$ cat src/rtl/loop_gear_ctrl.sv
// Lock-acquisition sequencer for the QPSK carrier/timing loop filter: measures windowed
// |pd| energy, flushes/holds the loop while re-acquiring and gear-shifts gain on lock.
module loop_gear_ctrl #(
  parameter int PD_W        = 17,
  parameter int WIN_BIT     = 6,
  parameter int FLUSH_CYC   = 64,
  parameter int LOCK_CNT    = 4,
  parameter int UNLOCK_CNT  = 2,
  parameter int TIMEOUT_WIN = 255,
  parameter int ACQ_SHIFT   = 0,
  parameter int TRK_SHIFT   = 3
) (
  input  logic                    clk,
  input  logic                    rst_n,
  input  logic                    en_i,
  input  logic                    pd_valid_i,
  input  logic [PD_W-1:0]         pd_i,
  input  logic [PD_W+WIN_BIT-1:0] lock_thr_i,
  input  logic [PD_W+WIN_BIT-1:0] unlock_thr_i,
  output logic                    lf_flush_o,
  output logic                    nco_hold_o,
  output logic [2:0]              gain_shift_o,
  output logic                    locked_o,
  output logic [1:0]              state_o,
  output logic                    acq_timeout_o
);

  typedef enum logic [1:0] {IDLE = 2'd0, FLUSH = 2'd1, ACQ = 2'd2, TRACK = 2'd3} state_t;

  localparam int SUM_W = PD_W + WIN_BIT;
  localparam int FC_W  = $clog2(FLUSH_CYC + 1);
  localparam int GC_W  = $clog2(LOCK_CNT + 1);
  localparam int BC_W  = $clog2(UNLOCK_CNT + 1);
  localparam int AW_W  = $clog2(TIMEOUT_WIN + 1);

  localparam logic [FC_W-1:0] FLUSH_LAST = FC_W'(FLUSH_CYC - 1);
  localparam logic [GC_W-1:0] LOCK_N     = GC_W'(LOCK_CNT);
  localparam logic [BC_W-1:0] UNLOCK_N   = BC_W'(UNLOCK_CNT);
  localparam logic [AW_W-1:0] TMO_N      = AW_W'(TIMEOUT_WIN);
  localparam logic [2:0]      ACQ_G      = 3'(ACQ_SHIFT);
  localparam logic [2:0]      TRK_G      = 3'(TRK_SHIFT);

  state_t             state_q, state_d;
  logic [FC_W-1:0]    fcnt_q, fcnt_d;
  logic [WIN_BIT-1:0] win_q, win_d;
  logic [SUM_W-1:0]   acc_q, acc_d;
  logic [GC_W-1:0]    good_q, good_d, good_n;
  logic [BC_W-1:0]    bad_q, bad_d, bad_n;
  logic [AW_W-1:0]    awin_q, awin_d, awin_n;
  logic               tmo_d;
  logic               lf_flush_q, nco_hold_q, locked_q, tmo_q;
  logic [2:0]         gain_shift_q;

  logic [PD_W-1:0]    pd_abs;
  logic [SUM_W-1:0]   sum;
  logic               run, win_end;

  // Two's-complement negate on PD_W bits: the most negative code maps to 2**(PD_W-1) unsigned.
  assign pd_abs  = pd_i[PD_W-1] ? (~pd_i + PD_W'(1)) : pd_i;
  assign sum     = acc_q + SUM_W'(pd_abs);
  assign run     = (state_q == ACQ) || (state_q == TRACK);
  assign win_end = run && pd_valid_i && (win_q == '1);

  always_comb begin
    state_d = state_q;
    fcnt_d  = (state_q == FLUSH) ? fcnt_q + FC_W'(1) : '0;
    win_d   = win_q;
    acc_d   = acc_q;
    good_d  = good_q;
    bad_d   = bad_q;
    awin_d  = awin_q;
    tmo_d   = 1'b0;
    good_n  = (sum < lock_thr_i)   ? good_q + GC_W'(1) : '0;
    bad_n   = (sum > unlock_thr_i) ? bad_q + BC_W'(1)  : '0;
    awin_n  = awin_q + AW_W'(1);

    if (run && pd_valid_i) begin
      win_d = win_q + WIN_BIT'(1);
      acc_d = win_end ? '0 : sum;
    end

    case (state_q)
      IDLE:  if (en_i) state_d = FLUSH;
      FLUSH: if (fcnt_q == FLUSH_LAST) state_d = ACQ;
      ACQ: if (win_end) begin
        good_d = good_n;
        if (good_n == LOCK_N) begin
          state_d = TRACK;
        end else begin
          awin_d = awin_n;
          if (awin_n == TMO_N) begin
            state_d = FLUSH;
            tmo_d   = 1'b1;
          end
        end
      end
      TRACK: if (win_end) begin
        bad_d = bad_n;
        if (bad_n == UNLOCK_N) state_d = FLUSH;
      end
      default: state_d = IDLE;
    endcase

    // Disable beats any window decision on the same edge.
    if (!en_i) begin
      state_d = IDLE;
      tmo_d   = 1'b0;
    end

    if (state_d != state_q) begin
      fcnt_d = '0;
      win_d  = '0;
      acc_d  = '0;
      good_d = '0;
      bad_d  = '0;
      awin_d = '0;
    end
  end

  always_ff @(posedge clk or negedge rst_n) begin
    if (!rst_n) begin
      state_q      <= IDLE;
      fcnt_q       <= '0;
      win_q        <= '0;
      acc_q        <= '0;
      good_q       <= '0;
      bad_q        <= '0;
      awin_q       <= '0;
      lf_flush_q   <= 1'b1;
      nco_hold_q   <= 1'b1;
      gain_shift_q <= ACQ_G;
      locked_q     <= 1'b0;
      tmo_q        <= 1'b0;
    end else begin
      state_q      <= state_d;
      fcnt_q       <= fcnt_d;
      win_q        <= win_d;
      acc_q        <= acc_d;
      good_q       <= good_d;
      bad_q        <= bad_d;
      awin_q       <= awin_d;
      lf_flush_q   <= (state_d == IDLE) || (state_d == FLUSH);
      nco_hold_q   <= (state_d == IDLE) || (state_d == FLUSH);
      gain_shift_q <= (state_d == TRACK) ? TRK_G : ACQ_G;
      locked_q     <= (state_d == TRACK);
      tmo_q        <= tmo_d;
    end
  end

  assign state_o       = state_q;
  assign lf_flush_o    = lf_flush_q;
  assign nco_hold_o    = nco_hold_q;
  assign gain_shift_o  = gain_shift_q;
  assign locked_o      = locked_q;
  assign acq_timeout_o = tmo_q;

endmodule
$ cat config.mk
export PLATFORM = sky130hd
export DESIGN_NAME = loop_gear_ctrl
export DESIGN_NICKNAME = d
export VERILOG_FILES = /design/src/rtl/loop_gear_ctrl.sv
export SDC_FILE = /design/constraint.sdc
export NUM_CORES = 1
export LEC_CHECK = 0
export ABC_CLOCK_PERIOD_IN_PS = 5750
export CAP_MARGIN = 25
export CORE_MARGIN = 10
export CORE_UTILIZATION = 55
export DETAILED_ROUTE_END_ITERATION = 8
export HOLD_SLACK_MARGIN = 0.08
export PLACE_DENSITY = 0.81
export RECOVER_POWER = 100
export SYNTH_ARGS = -nofsm -noshare
export SYNTH_HDL_FRONTEND = slang
export SYNTH_SLANG_ARGS = --single-unit
$ cat constraint.sdc
create_clock -name clk -period 5.75 [get_ports clk]
set_clock_uncertainty 0.1 [all_clocks]
set_input_delay 0.575 -clock clk [delete_from_list [all_inputs] [get_ports clk]]
set_output_delay 0.575 -clock clk [all_outputs]
set_load 0.01 [all_outputs]
==> flow_metrics.tcl <==
set metrics [dict create \
    finalWirelength_um 17700 \
    setup_viol 35 \
    die-area_um2 13300 \
    syn_inst 590 \
    synth-async-reset-ratio_pct 100 \
    root_buffer "clkbuf_8" \
    finalMaxSlewViolations 55 \
    synth-adder-area-share_pct 18.5 \
    cp-end-kind "flop" \
    antenna_violating_nets_post_route 0 \
    wl_per_cell_um 20.5 \
    start_util_pct 56.8 \
    synth_seq_cells 54 \
    maxCapViolations 1 \
    max_freq_mhz 167 \
    peakVddDrop_v 0.000138 \
    h-tree-depth 2 \
    first_pass_iters 5 \
    grt_usage_pct 22.6 \
    synth_ff_type "dfrtp_1" \
    rsz0062_at_grt "yes" \
    clock_latency_ns 0.33 \
    clockBufferDepth 2 \
    gp_congestion 0.919 \
    drt_iter0_markers 428 \
    p_per_area_nw_per_um2 139 \
    place.port_buffers 74 \
    antenna_found_initial 0 \
    hold_viol 0 \
    drive_gt1_share_pct 24.8 \
    grt_pass1_wl_um 24600 \
    status "complete, but fails checks" \
    slew_headroom_pct -106 \
    violations "capacitance limit, slew limit, setup timing" \
    fin_ws_ns -0.235 \
    place_hpwl_um 11400 \
    yosysTopAreaCell "dfrtp_1" \
    synthXorXnorAreaFrac_pct 8.79 \
    cts.sinks 54 \
    die-width_um 115 \
    crit_type "input pin to flop" \
    nNetsFinal 898 \
    crit_slowest_cell "or3_4" \
    grt_max_degree 55 \
    synthesis.area_um2 4980 \
    grt_overflow 0 \
    p_leak_nw 3.56 \
    dpl-instance-area_um2 6390 \
    route.detailed.drc 0 \
    path_clk_slew_ns 0.11 \
    ys_types 62 \
    synth_mux_area_share_pct 1.00 \
    synth-edff-count 0 \
    fin_tns_setup_ns -3.96 \
    required_ns 5.86 \
    netlist_top_cells_area "dfrtp_1, ha_1, xnor2_1, inv_1, nor2_1" \
    yosysWarnings 0 \
    first_global_vias 5098 \
    critical_path.max_fanout 6 \
    hp-class "flop to flop" \
    syn_to_final_growth_pct 44.2 \
    diodes 0 \
    synth_top_area_share_pct 26.6 \
    finalCritPeriodShare_pct 104 \
    syn_nets 730 \
    syn_area_per_cell_um2 8.44 \
    cp-start-kind "input pin" \
    vias_per_cell 6.17 \
    worst_slew_pin_slew_ns 3.08 \
    ys_seq_area_share_pct 27.2 \
    yosys.area_share.simple_pct 18.1 \
    finalInstanceArea_um2 7180 \
    cpPeakStageDelay_ns 0.41 \
    cts_buffers 5 \
    synth_top_family_by_area "compound AO/OA/AOI/OAI gates" \
    via_count 5353 \
    io_pins 76 \
    crit_arrival_ns 6.10 \
    core_area_um2 8760 \
    rows 34 \
    cts_tree "done" \
    synth_compound_area_share_pct 19.5 \
    post-route-min-period_ns 5.99 \
    fp.dieH_um 115 \
]
## area by class of cell
class                           count  area, µm²
Multi-Input combinational cell    452       3700
Timing Repair Buffer              178       1610
Fill cell                         481       1580
Sequential cell                    54       1350
Inverter                           67        256
Tap cell                          108        135
Clock buffer                        6       82.6
Clock inverter                      2       38.8
## critical path: cells and delay by family
family	cells	cell delay, ns
AOI/OAI and AO/OA	11	2.45
and+or+nand+nor	9	1.45
buffers and inverters	5	0.70
adders and majority gates	2	0.58
xor gates and xnor gates	2	0.34
## synth_stat cells (3+ instances only)
master	n
ha_1	72
inv_1	67
nor2_1	55
dfrtp_1	53
nand2_1	38
xnor2_1	37
a21oi_1	34
o21ai_0	25
nand3_1	24
a22o_1	17
xor2_1	13
a21o_1	12
and3_1	9
clkbuf_1	8
nand2b_1	8
nand4_1	8
nor3_1	8
nor2b_1	7
o21a_1	6
mux2i_1	5
o211ai_1	5
or3_1	5
buf_2	4
buf_4	4
o21ai_1	4
o21bai_1	4
o31ai_1	4
a211oi_1	3
a31oi_1	3
nor4_1	3
o41ai_1	3
or2_1	3
## repair_timing
action	in CTS	in global routing
pin swaps	25	32
gates cloned	2	2
hold buffers	0	0
setup buffers	11	14
resized for setup	63	71
endpoints found under the setup margin	46	45
## worst paths after layout
kind	to	depth (start not counted)	slack, ns	startpoint
worst max-delay path	acc_q[22]	29	-0.24	pd_i[2]
worst min-delay path	fcnt_q[0]	1	0.37	fcnt_q[0]
worst max register to register	acc_q[22]	22	0.59	acc_q[0]
worst min register to register	fcnt_q[0]	1	0.37	fcnt_q[0]
max in group asynchronous	win_q[4]	2	2.56	rst_n
min in group asynchronous	acc_q[15]	2	1.24	rst_n
## placed cells by master, fill, tap and decap left out, drive strengths merged, types with 6 or more instances in the layout
| cell | netlist | layout |
|---|---|---|
| clkdlybuf4s50 | 0 | 55 |
| o21ai | 29 | 29 |
| nand2 | 38 | 38 |
| nor2b | 7 | 7 |
| nand4 | 9 | 9 |
| a21oi | 34 | 34 |
| nor3 | 8 | 8 |
| dlygate4sd3 | 0 | 8 |
| xnor2 | 37 | 37 |
| o21a | 6 | 6 |
| and3 | 9 | 9 |
| xor2 | 13 | 13 |
| nand2b | 8 | 8 |
| nor2 | 55 | 55 |
| clkbuf | 8 | 7 |
| nand3 | 24 | 24 |
| a21o | 12 | 12 |
| buf | 9 | 108 |
| dfrtp | 53 | 53 |
| a22o | 17 | 17 |
| inv | 67 | 68 |
| ha | 72 | 72 |
## through the flow
step           hold slack (ns)  util, %  setup WS [ns]  total power [mW]  cells
4_1_cts                  0.309     77.5        0.00146             0.962    855
3_5_place_dp             0.363     73.0         -0.823             0.658    835
5_1_grt                  0.390     82.0         -0.450              1.03    867
3_3_place_gp             0.340     72.6         -0.620             0.647    834
6_report                 0.371     82.0         -0.235             0.997    867
2_1_floorplan            0.179        -        0.00125             0.524    590
## registers in the layout, indices dropped and copies added (netlist names), 2 cells and up
name,cells
acc_q,23
awin_q,8
fcnt_q,7
win_q,6
good_q,3
bad_q,2
state_o,2
## power breakdown
| group | total [mW] | internal (mW) | switching (mW) | leakage, nW |
|---|---|---|---|---|
| clock | 0.289 | 0.144 | 0.145 | 0.0618 |
| combinational | 0.326 | 0.157 | 0.169 | 2.75 |
| sequential | 0.382 | 0.381 | 0.00160 | 0.748 |
## layer usage
metal | up-vias | global-route usage (%) | wire length [µm]
met5 | - | 0 | 0
met4 | 0 | 8.33 | 949
met3 | 106 | 5.00 | 1610
met2 | 352 | 39.7 | 8750
met1 | 2487 | 26.3 | 6430
li1 | 2408 | - | -
## cell families after synthesis
kind of cell | after synthesis
other cells | 1
mux | 5
compound gates | 141
buf+inv | 84
xor+xnor | 50
simple gates | 182
flops | 54
fa+ha+maj | 73
No activity file was read; power rests on OpenSTA's default activity.
